## src/rtl/unsat_clause_collector.sv

```systemverilog
// Collects clauses whose true-literal count drops to zero during a flip epoch
// into a first-word-fall-through FIFO drained by the unsat clause selector.
module unsat_clause_collector #(
    parameter  int unsigned NSAT                  = 3,
    parameter  int unsigned LITERAL_ADDRESS_WIDTH = 12,
    parameter  int unsigned FIFO_DEPTH            = 16,
    localparam int unsigned CLAUSE_WIDTH          = NSAT * LITERAL_ADDRESS_WIDTH,
    localparam int unsigned TCW                   = $clog2(NSAT + 1),
    localparam int unsigned CW                    = $clog2(FIFO_DEPTH + 1),
    localparam int unsigned PW                    = $clog2(FIFO_DEPTH)
) (
    input  logic                    clk,
    input  logic                    reset,
    input  logic                    flip_start_i,
    input  logic                    eval_valid_i,
    input  logic [CLAUSE_WIDTH-1:0] eval_clause_i,
    input  logic [TCW-1:0]          eval_true_count_i,
    input  logic                    eval_done_i,
    input  logic                    pop_i,
    output logic                    fifo_empty_o,
    output logic [CLAUSE_WIDTH-1:0] fifo_clause_o,
    output logic                    fifo_last_o,
    output logic [CW-1:0]           count_o,
    output logic                    busy_o,
    output logic                    drain_done_o,
    output logic                    overflow_o,
    output logic                    protocol_err_o
);

    typedef enum logic [1:0] {
        S_IDLE    = 2'd0,
        S_COLLECT = 2'd1,
        S_DRAIN   = 2'd2
    } state_t;

    state_t                  r_state;
    state_t                  w_state_next;
    logic                    w_drain_fire;
    logic                    w_proto_err;

    logic [CLAUSE_WIDTH-1:0] r_mem [FIFO_DEPTH];
    logic [PW-1:0]           r_wr_ptr;
    logic [PW-1:0]           r_rd_ptr;
    logic [CW-1:0]           r_count;
    logic                    r_drain_done;
    logic                    r_overflow;
    logic                    r_proto_err;

    logic                    w_empty;
    logic                    w_full;
    logic                    w_push;
    logic                    w_push_acc;
    logic                    w_pop_acc;
    logic                    w_drop;

    assign w_empty    = (r_count == CW'(0));
    assign w_full     = (r_count == CW'(FIFO_DEPTH));
    assign w_push     = eval_valid_i & (eval_true_count_i == TCW'(0)) & (r_state == S_COLLECT);
    // Pop on empty is silently ignored: the selector may pop speculatively.
    assign w_pop_acc  = pop_i & ~w_empty;
    assign w_push_acc = w_push & (~w_full | w_pop_acc);
    assign w_drop     = w_push & w_full & ~w_pop_acc;

    // Next-state, drain completion and protocol checks.
    always_comb begin
        w_state_next = r_state;
        w_drain_fire = 1'b0;
        w_proto_err  = 1'b0;
        case (r_state)
            S_IDLE: begin
                w_proto_err = eval_valid_i | eval_done_i;
                if (flip_start_i) begin
                    w_state_next = S_COLLECT;
                end
            end
            S_COLLECT: begin
                w_proto_err = flip_start_i;
                if (eval_done_i) begin
                    w_state_next = S_DRAIN;
                end
            end
            S_DRAIN: begin
                w_proto_err = flip_start_i | eval_valid_i | eval_done_i;
                if (w_empty) begin
                    w_state_next = S_IDLE;
                    w_drain_fire = 1'b1;
                end
            end
            default: begin
                w_state_next = S_IDLE;
            end
        endcase
    end

    // State, pointers, occupancy and flags.
    always_ff @(posedge clk) begin
        if (reset) begin
            r_state      <= S_IDLE;
            r_wr_ptr     <= PW'(0);
            r_rd_ptr     <= PW'(0);
            r_count      <= CW'(0);
            r_drain_done <= 1'b0;
            r_overflow   <= 1'b0;
            r_proto_err  <= 1'b0;
        end else begin
            r_state      <= w_state_next;
            r_drain_done <= w_drain_fire;
            r_overflow   <= r_overflow | w_drop;
            r_proto_err  <= r_proto_err | w_proto_err;
            if (w_push_acc) begin
                r_wr_ptr <= r_wr_ptr + PW'(1);
            end
            if (w_pop_acc) begin
                r_rd_ptr <= r_rd_ptr + PW'(1);
            end
            case ({w_push_acc, w_pop_acc})
                2'b10:   r_count <= r_count + CW'(1);
                2'b01:   r_count <= r_count - CW'(1);
                default: r_count <= r_count;
            endcase
        end
    end

    // Storage array; contents need no reset.
    always_ff @(posedge clk) begin
        if (w_push_acc) begin
            r_mem[r_wr_ptr] <= eval_clause_i;
        end
    end

    assign fifo_empty_o   = w_empty;
    assign fifo_clause_o  = w_empty ? CLAUSE_WIDTH'(0) : r_mem[r_rd_ptr];
    assign fifo_last_o    = (r_state == S_DRAIN) & (r_count == CW'(1));
    assign count_o        = r_count;
    assign busy_o         = (r_state != S_IDLE);
    assign drain_done_o   = r_drain_done;
    assign overflow_o     = r_overflow;
    assign protocol_err_o = r_proto_err;

endmodule

```

## config.mk

```make
export PLATFORM = sky130hd
export DESIGN_NAME = unsat_clause_collector
export DESIGN_NICKNAME = d
export VERILOG_FILES = /design/src/rtl/unsat_clause_collector.sv
export SDC_FILE = /design/constraint.sdc
export NUM_CORES = 1
export LEC_CHECK = 0
export BUFFER_PORTS_ARGS = -buffer_cell sky130_fd_sc_hd__buf_2
export CORE_MARGIN = 8
export CORE_UTILIZATION = 45
export DETAILED_ROUTE_END_ITERATION = 8
export HOLD_SLACK_MARGIN = 0.12
export PLACE_DENSITY = 0.72
export SLEW_MARGIN = 20
export SYNTH_ARGS = -nofsm -noshare
export SYNTH_HDL_FRONTEND = slang
export SYNTH_SLANG_ARGS = --single-unit
```

## constraint.sdc

```tcl
create_clock -name clk -period 5.2 [get_ports clk]
set_clock_uncertainty 0.1 [all_clocks]
set_input_delay 0 -clock clk [delete_from_list [all_inputs] [get_ports clk]]
set_output_delay 0 -clock clk [all_outputs]
set_load 0.01 [all_outputs]
```

; After elaboration in Yosys (flattened, before gate mapping)
; Memory sizes are Yosys's and may differ from the RTL's. A register that Yosys moved wholly into a read port is not among the register bits.
; Index checks and enable logic that the tools add are counted.
[totals]
register_bits = 18
ram_bits = 576
in_bits = 44
elab_cells = 57
n_memories = 1
[op_classes]
addsub = 4
n_eq_ne = 9
n_mux = 12
n_bitwise = 17
reduce_logical = 7
[mem_list]
columns = name, depth, word_bits, rd, rd_ports_with_merged_regs, wr, line_no
row1 = r_mem, 16, 36, 1, 1, 1, 41  ; logic [CLAUSE_WIDTH-1:0] r_mem [FIFO_DEPTH];
[ops]
columns = cell, n
row1 = 36-bit two-way mux, 1
row2 = 5-bit case mux with 2 select lines, 1
row3 = "4-bit by 1-bit adder with 4-bit output, second input constant", 2
row4 = 4-bit two-way mux, 2
row5 = 1-bit AND, 7
row6 = 2-bit two-way mux, 3
row7 = "2-bit != test, second input constant", 3
row8 = 1-bit OR, 6
row9 = 2-bit case mux with 3 select lines, 1
row10 = "5-bit by 1-bit adder with 5-bit output, second input constant", 1
row11 = "5-bit by 1-bit == test with 1-bit output, second input constant", 1
row12 = "5-bit == test, second input constant", 1
row13 = 5-bit logical NOT, 1
row14 = "5-bit by 1-bit subtractor with 5-bit output, second input constant", 1
row15 = "2-bit by 1-bit == test with 1-bit output, second input constant", 2
row16 = "2-bit == test, second input constant", 2
row17 = 2-bit logical NOT, 2
row18 = 1-bit NOT, 4
row19 = 2-bit nonzero test, 2
row20 = 1-bit two-way mux, 3
row21 = 1-bit case mux with 3 select lines, 1
row22 = 3-bit AND reduction, 1
row23 = 2-bit OR reduction, 1

; Longest topological paths before layout
[logic_depth]
depth_word = 7
depth_mapped = 8
mapped_depth_nobuf = 7

; Worst setup path after synthesis
; OpenSTA, ideal clock, no wires.
[synth_path]
kind = register to register
start = reg r_count[0] (netlist: count_o[0])
end = mem r_mem[3][0] (netlist name), enable pin
setup_ps = 474
arrival_time_ps = 3681
required_ps = 4626
slack_ps = 945
stages_incl_launch_ff = 6
path_cell_list = dfxtp_1 > inv_1 > ha_1 > or3b_1 > o2111ai_1 > nor3_1
[synth_between]
elab_chain_len = 7
elab_cells_between_ends = 9
cone_classes = eq/ne (1) / mux (2) / bitwise (5) / reduce/logical (1)
[synth_lines]
columns = element, line_no
row1 = "start, declared", 44  ; logic [CW-1:0] r_count;
row2 = "start signal, assigned", 117  ; 2'b10: r_count <= r_count + CW'(1);
row3 = "start signal, assigned", 118  ; 2'b01: r_count <= r_count - CW'(1);
row4 = "start signal, assigned", 119  ; default: r_count <= r_count;
row5 = 5-bit logical NOT, 56  ; assign w_empty = (r_count == CW'(0));
row6 = 1-bit NOT, 60  ; assign w_pop_acc = pop_i & ~w_empty;
row7 = 1-bit AND, 60
row8 = 1-bit OR (*), 61  ; assign w_push_acc = w_push & (~w_full | w_pop_acc);
row9 = 1-bit AND (*), 61
row10 = 1-bit two-way mux (*), 126  ; if (w_push_acc) begin
row11 = 1-bit two-way mux (implied by the code) (*), 127  ; r_mem[r_wr_ptr] <= eval_clause_i;
row12 = "end, declared", 41
; Every way passes the cells marked *; elsewhere a longest branch is shown, timed or not.

; Worst setup path after layout
[layout_path]
start = reg r_count[1] (netlist: count_o[1])
end = out fifo_clause_o[34]
[layout_between]
elab_chain_len = 2
[layout_lines]
columns = element, line_no
row1 = 5-bit logical NOT, 56
row2 = 36-bit two-way mux, 132  ; assign fifo_clause_o = w_empty ? CLAUSE_WIDTH'(0) : r_mem[r_rd_ptr];
row3 = "end, declared", 21  ; output logic [CLAUSE_WIDTH-1:0] fifo_clause_o,
; Every way passes these cells.

==> flow_summary_export.csv <==
group,metric,value,unit
power,p_leak,0.00817,uW
synthesis,synthesis.area,0.0230,mm^2
worst_setup_path,reg2reg_to,"r_mem[8][18]",
placement,place_ws,2250,ps
synthesis,ys_ff_latch,598,
synthesis,async_flop_share,0,
final_layout,fill_cells,3949,
timing,setup_tns,0,ps
worst_setup_path,critical-path-max-stage-delay,900,ps
final_layout,final_area,0.0265,mm^2
clock_network,cts_max_path_buffers,3,
worst_setup_path,path_cells,"inv_1 -> ha_1 -> or4b_1 -> nand2_2 -> o22ai_1 -> buf_2",
drt,totalWireLength,45200,um
final_layout,finish.utilization,0.522,
global_route,use_met1,0.201,
drt,drtIter0Drc,955,
synthesis,synth_seq_area_share,0.771,
worst_setup_path,crit_path_top_delay_cell,"nand2_2",
worst_hold_path,hp-start,"eval_done_i",
global_route,grt_overflow,0,
clock_network,htree_levels,2,
timing,slew_violations,0,
die,die_area,0.0586,mm^2
drt,vias,10685,
global_route,grt_use_total,0.152,
run,max_cap_viol_count,0,
die,io_pins,91,
global_route,grt_most_used_layer,"met2",
worst_setup_path,crit_family,"simple AND/OR/NAND/NOR gates",
placement,port_buffers,90,
power,pwr_density_cell,439,mW/mm^2
worst_setup_path,cp.required,5100,ps
global_route,grt_use_met2,0.261,
placement,place_area,0.0242,mm^2
timing,setup_viol,0,
global_route,grt_use_met3,0.0269,
worst_setup_path,critPathBufInv,2,
die,rows,83,
synthesis,synthCells,1026,
clock_network,cts_buffers,57,
global_route,grt_max_degree,48,
die,floorplan.initialDensity,0.452,
worst_setup_path,cp_max_fo,36,
clock_network,cts_tree,"done",
die,core,0.0509,mm^2
drt,drtPass1Iterations,5,
drt,drt-wirelength-per-cell,23.7,um
clock_network,cts.sinks,598,
worst_setup_path,critPathKind,"register to output pin",
timing,fin_crit_sh,0.677,
drt,via_per_inst,5.60,
drt,drc,0,
global_route,grt_antenna_before_repair,1,
worst_hold_path,whs_endpoint,"r_state[1]",
worst_setup_path,end_kind,"output pin",
die,dieWidth,242,um
placement,hpwlAfterDp,24300,um
worst_hold_path,hold_path_class,"input pin to register",
timing,worst_slew_pin_slew,1100,ps
final_layout,nets,1236,
synthesis,syn_area_per_cell,22.4,um^2
power,total_power,11600,uW
worst_setup_path,r2r_start,"r_state[0]",
worst_setup_path,rrSetupSlack,1740,ps
worst_setup_path,crit_path_start_kind,"register",
worst_hold_path,worstHoldPathCells,4,
placement,place_congestion,0.741,
synthesis,ys.flop_type,"edfxtp_1",
drt,antenna_left,0,
final_layout,multiInputGateArea,0.00506,mm^2
worst_setup_path,crit_arrival,3420,ps
die,die_h,242,um
timing,finalHoldViolations,0,
worst_setup_path,worst-r2r-cell-count,4,
worst_setup_path,cp.depth,6,
final_layout,drive_above_1_share,0.283,
synthesis,synth.distinct_cells,46,
global_route,grt_pass1_vias,11372,
clock_network,cts_root_buf,"clkbuf_16",
synthesis,synth_edf_count,576,
final_layout,area_delta_synth_final,15.4,%
timing,fmaxAchievable,0.284,GHz
final_layout,regArea,0.0177,mm^2
timing,rsz0062_at_grt,"no",
timing,slew_headroom,0.261,
global_route,grt_first_pass_wirelength,69300,um
clock_network,clk-insertion-delay-late,600,ps
timing,layout_setup_ws,1680,ps
synthesis,synth_warnings,0,
clock_network,cts_setup_buffers,0,
synthesis,synthesis.nets,1079,
timing,min_period,3520,ps
clock_network,clkTransAtPathRegs,60,ps
power,vdd_drop_max,0.253,mV
status,outcome,"complete, no violations",
## sequential cells by signal (all words and copies together) (netlist names), named ones only
signal and count:
overflow_o 1, drain_done_o 1, protocol_err_o 1, count_o 5, r_state 2, r_mem 576, r_wr_ptr 4, r_rd_ptr 4
## Yosys cell counts, types with 3 or more instances
cell type | count | area share
o22ai_1 | 36 | 0.0098
buf_2 | 25 | 0.0054
nor2_1 | 20 | 0.0033
mux2_1 | 4 | 0.0020
nand2_1 | 5 | 0.00082
and4_1 | 4 | 0.0015
and2_1 | 3 | 0.00082
nor2b_1 | 6 | 0.0016
edfxtp_1 | 576 | 0.75
dfxtp_1 | 22 | 0.019
a21oi_1 | 9 | 0.0020
and3_1 | 14 | 0.0038
nand2b_1 | 4 | 0.0011
mux2i_1 | 73 | 0.032
xnor2_1 | 3 | 0.0011
clkbuf_1 | 16 | 0.0026
mux4_2 | 144 | 0.14
inv_1 | 8 | 0.0013
buf_1 | 8 | 0.0013
nor3_1 | 4 | 0.00087
ha_1 | 9 | 0.0049
nand3_1 | 4 | 0.00087
## report_power, final
| part | internal [uW] | switching (uW) | total [uW] |
|---|---|---|---|
| combinational | 1140 | 1060 | 2200 |
| sequential | 5310 | 167 | 5480 |
| clock | 2260 | 1700 | 3960 |
## worst reg2reg max path, stage by stage, from the launching register on
cell and delay, ps:
dfxtp_1 440, nor4b_4 280, dlygate4sd3_1 760, o211a_2 460
and3_2 1000
## through the flow
step | hold slack [ps] | std cells
2_1_floorplan | -8.98 | 1026
3_3_place_gp | 136 | 1755
3_5_place_dp | 147 | 1755
4_1_cts | 146 | 1906
5_1_grt | 176 | 1908
6_report | 162 | 1909
## worst max path at each step
stage / start / end / slack, ps
after floorplan: count_o[0] / r_mem[3][0] / 940
after global placement: register / fifo_clause_o[23] / 2310
after detailed placement: r_state[0] / r_mem[12][15] / 2250
after CTS: count_o[1] / fifo_clause_o[2] / 1640
after global routing: count_o[1] / fifo_clause_o[2] / 1520
final: count_o[1] / fifo_clause_o[34] / 1680
## cells by family (layout without fill, tap and decap cells)
family                     Yosys count  count (layout)  synth area share
DFF                                598             598             0.771
muxes                              221             221             0.175
and+or+nand+nor                     73              73            0.0182
buffers and inverters               61             263            0.0122
AOI/OAI and AO/OA                   59              59            0.0169
adders and majority gates            9               9           0.00490
xor gates and xnor gates             5               5           0.00190
other                                0               1                 0
## area by class of cell
class,count,area share
antenna,1,0.0000943
multi-input combinational,367,0.190
clock inverter,32,0.00962
inverter,9,0.00146
timing repair buffer,150,0.0403
sequential,598,0.669
tap,680,0.0321
clock buffer,72,0.0575
## what timing repair did
| action | CTS | global route |
|---|---|---|
| hold buffers | 47 | 0 |
| gates resized for setup | 0 | 0 |
| hold endpoints to repair | 605 | 0 |
## layer usage
metal / vias to the layer above / wire length [um]
li1: 4669 / -
met1: 5697 / 19300
met2: 257 / 23200
met3: 62 / 2030
met4: 0 / 755
met5: - / 0
## layout by cell type (no fill, tap or decap), types with 4 or more instances in the layout
cell	count
and3_4	9
ha_1	9
mux4_2	144
clkinv_1	16
nand3_1	4
clkinv_2	7
bufinv_16	4
buf_2	90
nand2_1	4
buf_12	4
edfxtp_1	576
mux2_1	4
buf_4	9
clkbuf_16	59
nor2b_1	5
o22ai_1	36
nor2_1	20
mux2i_1	73
a21oi_1	9
clkbuf_1	13
dlygate4sd3_1	47
and4_1	4
inv_1	8
and3_2	5
dfxtp_1	19
(Power assumes the default switching activity.)
